## src/rtl/axi_cdc_isolate_ctrl.sv

```systemverilog
// Source-side quiesce/isolation controller for an AXI clock-domain crossing.
// Optional local DECERR responder while isolated: define AXI_CDC_ISOLATE_ERR_RESP_EN.
module axi_cdc_isolate_ctrl #(
    parameter int unsigned ID_WIDTH        = 4,
    parameter int unsigned MAX_OUTSTANDING = 16,
    localparam int unsigned CW             = $clog2(MAX_OUTSTANDING + 1)
) (
    input  logic                clk_i,
    input  logic                rst_ni,

    // Slave port (faces the upstream master)
    input  logic [ID_WIDTH-1:0] slv_awid,
    input  logic [31:0]         slv_awaddr,
    input  logic [7:0]          slv_awlen,
    input  logic [2:0]          slv_awsize,
    input  logic [1:0]          slv_awburst,
    input  logic                slv_awlock,
    input  logic [3:0]          slv_awcache,
    input  logic [2:0]          slv_awprot,
    input  logic [3:0]          slv_awqos,
    input  logic [3:0]          slv_awregion,
    input  logic                slv_awuser,
    input  logic                slv_awvalid,
    output logic                slv_awready,
    input  logic [63:0]         slv_wdata,
    input  logic [7:0]          slv_wstrb,
    input  logic                slv_wlast,
    input  logic                slv_wuser,
    input  logic                slv_wvalid,
    output logic                slv_wready,
    output logic [ID_WIDTH-1:0] slv_bid,
    output logic [1:0]          slv_bresp,
    output logic                slv_buser,
    output logic                slv_bvalid,
    input  logic                slv_bready,
    input  logic [ID_WIDTH-1:0] slv_arid,
    input  logic [31:0]         slv_araddr,
    input  logic [7:0]          slv_arlen,
    input  logic [2:0]          slv_arsize,
    input  logic [1:0]          slv_arburst,
    input  logic                slv_arlock,
    input  logic [3:0]          slv_arcache,
    input  logic [2:0]          slv_arprot,
    input  logic [3:0]          slv_arqos,
    input  logic [3:0]          slv_arregion,
    input  logic                slv_aruser,
    input  logic                slv_arvalid,
    output logic                slv_arready,
    output logic [ID_WIDTH-1:0] slv_rid,
    output logic [63:0]         slv_rdata,
    output logic [1:0]          slv_rresp,
    output logic                slv_rlast,
    output logic                slv_ruser,
    output logic                slv_rvalid,
    input  logic                slv_rready,

    // Master port (faces the CDC source port)
    output logic [ID_WIDTH-1:0] mst_awid,
    output logic [31:0]         mst_awaddr,
    output logic [7:0]          mst_awlen,
    output logic [2:0]          mst_awsize,
    output logic [1:0]          mst_awburst,
    output logic                mst_awlock,
    output logic [3:0]          mst_awcache,
    output logic [2:0]          mst_awprot,
    output logic [3:0]          mst_awqos,
    output logic [3:0]          mst_awregion,
    output logic                mst_awuser,
    output logic                mst_awvalid,
    input  logic                mst_awready,
    output logic [63:0]         mst_wdata,
    output logic [7:0]          mst_wstrb,
    output logic                mst_wlast,
    output logic                mst_wuser,
    output logic                mst_wvalid,
    input  logic                mst_wready,
    input  logic [ID_WIDTH-1:0] mst_bid,
    input  logic [1:0]          mst_bresp,
    input  logic                mst_buser,
    input  logic                mst_bvalid,
    output logic                mst_bready,
    output logic [ID_WIDTH-1:0] mst_arid,
    output logic [31:0]         mst_araddr,
    output logic [7:0]          mst_arlen,
    output logic [2:0]          mst_arsize,
    output logic [1:0]          mst_arburst,
    output logic                mst_arlock,
    output logic [3:0]          mst_arcache,
    output logic [2:0]          mst_arprot,
    output logic [3:0]          mst_arqos,
    output logic [3:0]          mst_arregion,
    output logic                mst_aruser,
    output logic                mst_arvalid,
    input  logic                mst_arready,
    input  logic [ID_WIDTH-1:0] mst_rid,
    input  logic [63:0]         mst_rdata,
    input  logic [1:0]          mst_rresp,
    input  logic                mst_rlast,
    input  logic                mst_ruser,
    input  logic                mst_rvalid,
    output logic                mst_rready,

    input  logic                isolate_req_i,
    output logic                isolated_o,
    output logic [CW-1:0]       wr_outstanding_o,
    output logic [CW-1:0]       rd_outstanding_o
);

    typedef enum logic [1:0] {ST_RUN, ST_DRAIN, ST_ISOLATED} state_e;

    localparam logic [CW-1:0] MAX_CNT = CW'(MAX_OUTSTANDING);

    state_e        state_q;
    logic          isolated_q;
    logic [CW-1:0] wr_cnt_q, rd_cnt_q, wpend_q;

    logic aw_block, ar_block, w_block;
    logic aw_inc, w_dec, b_dec, ar_inc, r_dec;
    logic local_busy, local_start;

    // Gating is a function of registered state only, so isolate_req_i never
    // reaches an AXI output combinationally.
    assign aw_block = (state_q != ST_RUN) || (wr_cnt_q == MAX_CNT) || (wpend_q == MAX_CNT);
    assign ar_block = (state_q != ST_RUN) || (rd_cnt_q == MAX_CNT);
    assign w_block  = (state_q == ST_ISOLATED) && (wpend_q == '0);

    assign mst_awid     = slv_awid;
    assign mst_awaddr   = slv_awaddr;
    assign mst_awlen    = slv_awlen;
    assign mst_awsize   = slv_awsize;
    assign mst_awburst  = slv_awburst;
    assign mst_awlock   = slv_awlock;
    assign mst_awcache  = slv_awcache;
    assign mst_awprot   = slv_awprot;
    assign mst_awqos    = slv_awqos;
    assign mst_awregion = slv_awregion;
    assign mst_awuser   = slv_awuser;
    assign mst_awvalid  = slv_awvalid && !aw_block;

    assign mst_wdata    = slv_wdata;
    assign mst_wstrb    = slv_wstrb;
    assign mst_wlast    = slv_wlast;
    assign mst_wuser    = slv_wuser;
    assign mst_wvalid   = slv_wvalid && !w_block;

    assign mst_arid     = slv_arid;
    assign mst_araddr   = slv_araddr;
    assign mst_arlen    = slv_arlen;
    assign mst_arsize   = slv_arsize;
    assign mst_arburst  = slv_arburst;
    assign mst_arlock   = slv_arlock;
    assign mst_arcache  = slv_arcache;
    assign mst_arprot   = slv_arprot;
    assign mst_arqos    = slv_arqos;
    assign mst_arregion = slv_arregion;
    assign mst_aruser   = slv_aruser;
    assign mst_arvalid  = slv_arvalid && !ar_block;

`ifdef AXI_CDC_ISOLATE_ERR_RESP_EN
    typedef enum logic [1:0] {LW_IDLE, LW_DATA, LW_RESP} lw_state_e;

    lw_state_e           lw_q;
    logic [ID_WIDTH-1:0] lw_id_q;
    logic                lr_active_q;
    logic [ID_WIDTH-1:0] lr_id_q;
    logic [7:0]          lr_len_q, lr_beat_q;
    logic                local_aw_ready, local_ar_ready, local_aw_hs, local_ar_hs;

    assign local_aw_ready = (state_q == ST_ISOLATED) && (lw_q == LW_IDLE);
    assign local_ar_ready = (state_q == ST_ISOLATED) && !lr_active_q;
    assign local_aw_hs    = slv_awvalid && local_aw_ready;
    assign local_ar_hs    = slv_arvalid && local_ar_ready;
    assign local_busy     = (lw_q != LW_IDLE) || lr_active_q;
    assign local_start    = local_aw_hs || local_ar_hs;

    assign slv_awready = aw_block ? local_aw_ready : mst_awready;
    assign slv_arready = ar_block ? local_ar_ready : mst_arready;
    assign slv_wready  = w_block ? (lw_q == LW_DATA) : mst_wready;

    assign slv_bvalid  = (lw_q == LW_RESP) || mst_bvalid;
    assign slv_bid     = (lw_q == LW_RESP) ? lw_id_q : mst_bid;
    assign slv_bresp   = (lw_q == LW_RESP) ? 2'b11 : mst_bresp;
    assign slv_buser   = (lw_q == LW_RESP) ? 1'b0 : mst_buser;
    assign mst_bready  = slv_bready && (lw_q != LW_RESP);

    assign slv_rvalid  = lr_active_q || mst_rvalid;
    assign slv_rid     = lr_active_q ? lr_id_q : mst_rid;
    assign slv_rdata   = lr_active_q ? 64'd0 : mst_rdata;
    assign slv_rresp   = lr_active_q ? 2'b11 : mst_rresp;
    assign slv_rlast   = lr_active_q ? (lr_beat_q == lr_len_q) : mst_rlast;
    assign slv_ruser   = lr_active_q ? 1'b0 : mst_ruser;
    assign mst_rready  = slv_rready && !lr_active_q;

    // Local write: accept AW, sink W through wlast, then answer one DECERR B.
    always_ff @(posedge clk_i or negedge rst_ni) begin
        if (!rst_ni) begin
            lw_q    <= LW_IDLE;
            lw_id_q <= '0;
        end else begin
            case (lw_q)
                LW_IDLE: if (local_aw_hs) begin
                    lw_q    <= LW_DATA;
                    lw_id_q <= slv_awid;
                end
                LW_DATA: if (slv_wvalid && slv_wlast) lw_q <= LW_RESP;
                LW_RESP: if (slv_bready) lw_q <= LW_IDLE;
                default: lw_q <= LW_IDLE;
            endcase
        end
    end

    always_ff @(posedge clk_i or negedge rst_ni) begin
        if (!rst_ni) begin
            lr_active_q <= 1'b0;
            lr_id_q     <= '0;
            lr_len_q    <= '0;
            lr_beat_q   <= '0;
        end else if (!lr_active_q) begin
            if (local_ar_hs) begin
                lr_active_q <= 1'b1;
                lr_id_q     <= slv_arid;
                lr_len_q    <= slv_arlen;
                lr_beat_q   <= '0;
            end
        end else if (slv_rready) begin
            if (lr_beat_q == lr_len_q) lr_active_q <= 1'b0;
            else                       lr_beat_q   <= lr_beat_q + 8'd1;
        end
    end
`else
    assign local_busy  = 1'b0;
    assign local_start = 1'b0;

    assign slv_awready = mst_awready && !aw_block;
    assign slv_arready = mst_arready && !ar_block;
    assign slv_wready  = mst_wready && !w_block;

    assign slv_bvalid  = mst_bvalid;
    assign slv_bid     = mst_bid;
    assign slv_bresp   = mst_bresp;
    assign slv_buser   = mst_buser;
    assign mst_bready  = slv_bready;

    assign slv_rvalid  = mst_rvalid;
    assign slv_rid     = mst_rid;
    assign slv_rdata   = mst_rdata;
    assign slv_rresp   = mst_rresp;
    assign slv_rlast   = mst_rlast;
    assign slv_ruser   = mst_ruser;
    assign mst_rready  = slv_rready;
`endif

    // Counters track only traffic that really crosses the mst port.
    assign aw_inc = mst_awvalid && mst_awready;
    assign w_dec  = mst_wvalid && mst_wready && mst_wlast;
    assign b_dec  = mst_bvalid && mst_bready;
    assign ar_inc = mst_arvalid && mst_arready;
    assign r_dec  = mst_rvalid && mst_rready && mst_rlast;

    function automatic logic [CW-1:0] cnt_next(input logic [CW-1:0] cnt,
                                               input logic inc, input logic dec);
        if (inc && !dec)                 return cnt + CW'(1);
        if (dec && !inc && cnt != '0)    return cnt - CW'(1);
        return cnt;
    endfunction

    // NOTE: sequential state uses non-blocking assignments so every register
    // samples the pre-edge values of the others, independent of block order.
    always_ff @(posedge clk_i or negedge rst_ni) begin
        if (!rst_ni) begin
            wr_cnt_q <= '0;
            rd_cnt_q <= '0;
            wpend_q  <= '0;
        end else begin
            wr_cnt_q <= cnt_next(wr_cnt_q, aw_inc, b_dec);
            rd_cnt_q <= cnt_next(rd_cnt_q, ar_inc, r_dec);
            wpend_q  <= cnt_next(wpend_q,  aw_inc, w_dec);
        end
    end

    always_ff @(posedge clk_i or negedge rst_ni) begin
        if (!rst_ni) begin
            state_q    <= ST_RUN;
            isolated_q <= 1'b0;
        end else begin
            case (state_q)
                ST_RUN: if (isolate_req_i) state_q <= ST_DRAIN;
                ST_DRAIN: begin
                    if (!isolate_req_i) begin
                        state_q <= ST_RUN;
                    end else if (wr_cnt_q == '0 && rd_cnt_q == '0 && wpend_q == '0) begin
                        state_q    <= ST_ISOLATED;
                        isolated_q <= 1'b1;
                    end
                end
                ST_ISOLATED: begin
                    // A local response that is running or just accepted defers the exit.
                    if (!isolate_req_i && !local_busy && !local_start) begin
                        state_q    <= ST_RUN;
                        isolated_q <= 1'b0;
                    end
                end
                default: begin
                    state_q    <= ST_RUN;
                    isolated_q <= 1'b0;
                end
            endcase
        end
    end

    assign isolated_o       = isolated_q;
    assign wr_outstanding_o = wr_cnt_q;
    assign rd_outstanding_o = rd_cnt_q;

`ifndef SYNTHESIS
    always @(posedge clk_i) begin
        if (rst_ni) begin
            assert (!(b_dec && !aw_inc && wr_cnt_q == '0)) else $error("wr_cnt underflow");
            assert (!(r_dec && !ar_inc && rd_cnt_q == '0)) else $error("rd_cnt underflow");
            assert (!(w_dec && !aw_inc && wpend_q == '0))  else $error("wpend underflow");
        end
    end
`endif

endmodule

```

## config.mk

```make
export PLATFORM = sky130hd
export DESIGN_NAME = axi_cdc_isolate_ctrl
export DESIGN_NICKNAME = d
export VERILOG_FILES = /design/src/rtl/axi_cdc_isolate_ctrl.sv
export SDC_FILE = /design/constraint.sdc
export NUM_CORES = 1
export LEC_CHECK = 0
export BUFFER_PORTS_ARGS = -buffer_cell sky130_fd_sc_hd__buf_4
export CAP_MARGIN = 15
export CORE_AREA = 2 2 238 240
export CTS_CLUSTER_DIAMETER = 80
export DETAILED_ROUTE_END_ITERATION = 10
export DIE_AREA = 0 0 240 242
export GPL_TIMING_DRIVEN = 0
export PLACE_DENSITY = 0.3
export SLEW_MARGIN = 25
export SYNTH_ARGS = -nofsm -noshare
export SYNTH_HDL_FRONTEND = slang
export SYNTH_SLANG_ARGS = --single-unit
```

## constraint.sdc

```tcl
create_clock -name clk_i -period 2.8 [get_ports clk_i]
set_clock_uncertainty 0.2 [all_clocks]
set_input_delay 0.42 -clock clk_i [delete_from_list [all_inputs] [get_ports clk_i]]
set_output_delay 0.42 -clock clk_i [all_outputs]
set_load 0.02 [all_outputs]
```

==> metrics.md <==
| Metric | Value |
|---|---|
| Asr flop ratio synth | `1.000` |
| Slew Viols, Final | `0` |
| Setup violators final | `0` |
| Mapped cell area | `approximately 3600 um^2` |
| Outcome | `completed` |
| Placer Congestion | `0.7527` |
| Hold Vio Cnt, Final | `0` |
| Setup crit start kind | `flip-flop` |
| RR Endpoint | `isolated_o$_DFFE_PN0P_` |
| Slew @ Worst Pin | `0.9015 ns` |
| Avg Cell Area, Syn | `8.251 um^2` |
| Max-Cap Viols | `0` |
| Gr usage total | `0.05285` |
| Largest net degree at the start of global routing | `19` |
| Ys Warns | `0` |
| Static leakage | `~3.6 nW` |
| Die H | `approximately 240 um` |
| Worst-case clock buffer depth | `2` |
| Kind of critical path | `reg -> out` |
| TritonCTS clock tree | `yes` |
| CTS clk-pin slew, worst paths | `roughly 0.060 ns` |
| Final Util | `0.1271` |
| Initial core utilization | `0.06499` |
| Synth Flop Type | `dfrtp_1` |
| DRT Pass-1 Iters | `4` |
| Core area | `55730 um^2` |
| Setup TNS | `0 ns` |
| Register bit count reported by yosys | `18` |
| Power per standard cell area | `just under 400 nW/um^2` |
| RR Startpoint | `wr_outstanding_o[1]$_DFFE_PN0P_` |
| Gr ovfl total | `0` |
| Filler Cell Count | `between 6000 and 7000` |
| Vias | `3726` |
| Syn_nets | `about 750` |
| Ratio of cells with drive above 1 in the final layout | `0.8233` |
| Library cells used by synthesis | `48` |
| RSZ-0062 raised after global routing | `no` |
| Endpoint, Worst Hold | `state_q[1]$_DFFE_PN0P_` |
| Routed Antenna Nets | `0` |
| Final wirelength | `17680 um` |
| CTS buffer count | `3` |
| Num ports | `604` |
| Nets | `1072` |
| Number of global-route vias before repair | `3558` |
| Residual DRC | `0` |
| Starting DRT DRC Count | `116` |
| Share of the yosys chip area belonging to registers | `0.1244` |
| Max Fclk | `376.7 MHz` |
| I/O Buffers | `between 300 and 400` |
| Slew HR | `0.3905` |
| CP endpoint kind | `output pin` |
| Initial antenna violation count | `1` |
| First-pass GRT wire length | `approximately 23000 um` |
| Layout Area Growth over Synthesis | `95.54%` |
| Minimum clock period | `2.655 ns` |
| Die width | `roughly 240 um` |
| HPWL after detailed placement | `around 16000 um` |
| Worst Path Max Fanout | `8` |
| Period utilization | `0.9482` |
| Crit path required time | `2.18 ns` |
| Register-to-Register Path Depth | `5` |
| EDFF count, synth | `0` |
| Peak VDD IR | `0.2159 mV` |
| Syn Inst Count | `439` |
| Root Buffer | `clkbuf_16` |
| Via density | `2.451` |
| Worst Hold Launch | `isolate_req_i` |
| WL/cell | `11.63 um` |
| Clk Latency, worst-skew pair | `0.26 ns` |
| Row count | `87` |
| Hold WC Path Type | `in -> reg` |
| Ant. Diodes | `0` |
| Flop-to-flop setup slack | `0.34 ns` |
| Clock Sinks | `18` |
| Pwr Total | `2.766 mW` |
| CP arrival | `between 2 and 2.5 ns` |
| WHS Path Cells | `2` |
| H-tree depth | `1` |
| Die ar. | `58080 um^2` |
flip-flops by register name (all words and copies together) (netlist names):
name and cells:
wpend_q 5, wr_outstanding_o 5, rd_outstanding_o 5, isolated_o 1, state_q 2
worst max-delay path by stage:
stage	from	slack, ns	cells past startpoint	end
after floorplan	rd_outstanding_o[0]$_DFFE_PN0P_	0.68	6	rd_outstanding_o[3]$_DFFE_PN0P_
final	rd_outstanding_o[0]$_DFFE_PN0P_	0.15	6	mst_arvalid
after CTS	wpend_q[1]$_DFFE_PN0P_	0.14	6	mst_wvalid
after detailed placement	wpend_q[1]$_DFFE_PN0P_	0.23	6	mst_wvalid
after global routing	wpend_q[0]$_DFFE_PN0P_	0.06	6	mst_wvalid
after global placement	wpend_q[0]$_DFFE_PN0P_	0.21	6	mst_wvalid
kinds of logic (layout without fill, tap and decap cells):
kind of cell,after synthesis,count (layout),share of synthesized area
fa+ha+maj,9,9,0.03109
buf+inv,304,629,0.6187
mux,9,9,0.02487
compound gates,25,25,0.05009
xor+xnor,10,10,0.02418
simple gates,64,64,0.1268
flops,18,18,0.1244
per-stage QoR:
stage	setup slack [ns]	instances	hold slack [ns]	cell area [um^2]
after detailed placement	0.2270	1515	0.1340	6970
after CTS	0.1425	1520	0.1886	7083
after global routing	0.06475	1520	0.1865	7083
final	0.1450	1520	0.1918	7083
after global placement	0.2069	1515	0.1343	6970
after floorplan	0.6821	439	-0.07559	3622
worst max-delay path: stages (launching register included):
cell and delay (ns):
dfrtp_1 0.52, inv_1 0.10, ha_1 0.24, nor4bb_4 0.17
nor3_2 0.39, and2_1 0.21, buf_4 0.14
synthesized netlist by cell type, types with 3 or more instances:
cell type / count / area, um^2
xnor2_1: 4 / 35.03
o21ai_0: 3 / 15.01
ha_1: 9 / 112.6
xor2_1: 6 / 52.55
nor2_1: 6 / 22.52
nand3_1: 8 / 40.04
a21oi_1: 5 / 25.02
and2_1: 7 / 43.79
nor3b_1: 3 / 22.52
nor4b_1: 3 / 26.28
inv_1: 9 / 33.78
nor3_1: 3 / 15.01
nand2_1: 5 / 18.77
nand4bb_1: 3 / 33.78
mux2i_1: 9 / 90.09
dfrtp_1: 18 / 450.4
and3_1: 6 / 37.54
nand4_1: 6 / 37.54
buf_4: 290 / 2177
routing by layer:
metal / vias up / routed length (um) / global-route usage / share of wire
met2: 283 / 9728 / 0.1040 / 0.55
met5: - / 13 / 0 / 0.00074
met1: 1643 / 5847 / 0.05289 / 0.33
li1: 1784 / - / - / -
met3: 14 / 1563 / 0.01413 / 0.088
met4: 2 / 524 / 0.01626 / 0.030
cells in the final DEF, fill, tap and decap left out, types with 2 or more instances in the layout:
| cell | netlist | final |
|---|---|---|
| inv_1 | 9 | 9 |
| dfrtp_1 | 18 | 18 |
| nor2b_1 | 2 | 2 |
| o2bb2ai_1 | 2 | 2 |
| nor4b_1 | 3 | 3 |
| and2_1 | 7 | 7 |
| nand3_1 | 8 | 8 |
| o21ai_0 | 3 | 3 |
| nand2_1 | 5 | 5 |
| or4b_2 | 2 | 2 |
| nor2_1 | 6 | 6 |
| a21oi_1 | 5 | 5 |
| nand4_1 | 6 | 6 |
| buf_4 | 290 | 610 |
| nand4bb_1 | 3 | 3 |
| nor3b_1 | 3 | 3 |
| xnor2_1 | 4 | 4 |
| nor4b_4 | 1 | 2 |
| ha_1 | 9 | 9 |
| xor2_1 | 6 | 6 |
| a22oi_1 | 2 | 2 |
| clkbuf_2 | 2 | 2 |
| clkbuf_16 | 0 | 3 |
| a21o_1 | 2 | 2 |
| nor3_1 | 3 | 2 |
| a211oi_1 | 2 | 2 |
| mux2i_1 | 9 | 9 |
| and3_1 | 6 | 6 |
layout make-up:
class | count | area, um^2 | share of cell area
timing repair buffer | 321 | 2412 | 0.3406
buffer | 295 | 2207 | 0.3116
tap | 756 | 945.9 | 0.1335
multi-input combinational | 117 | 944.7 | 0.1334
sequential | 18 | 450.4 | 0.06359
clock buffer | 4 | 88.84 | 0.01254
inverter | 9 | 33.78 | 0.004769
what timing repair did:
item,CTS,global route
setup endpoints to repair,4,0
buffers inserted,0,0
hold endpoints to repair,18,0
gates resized for setup,2,0
hold buffers,1,0
power by group:
group	switching, mW	total [mW]	leakage, nW	internal, mW
Combinational	0.939	1.88	3.37	0.945
Sequential	0.169	0.538	0.221	0.369
Clock	0.125	0.344	0.0442	0.219
Power figures use the tool's default switching activity.
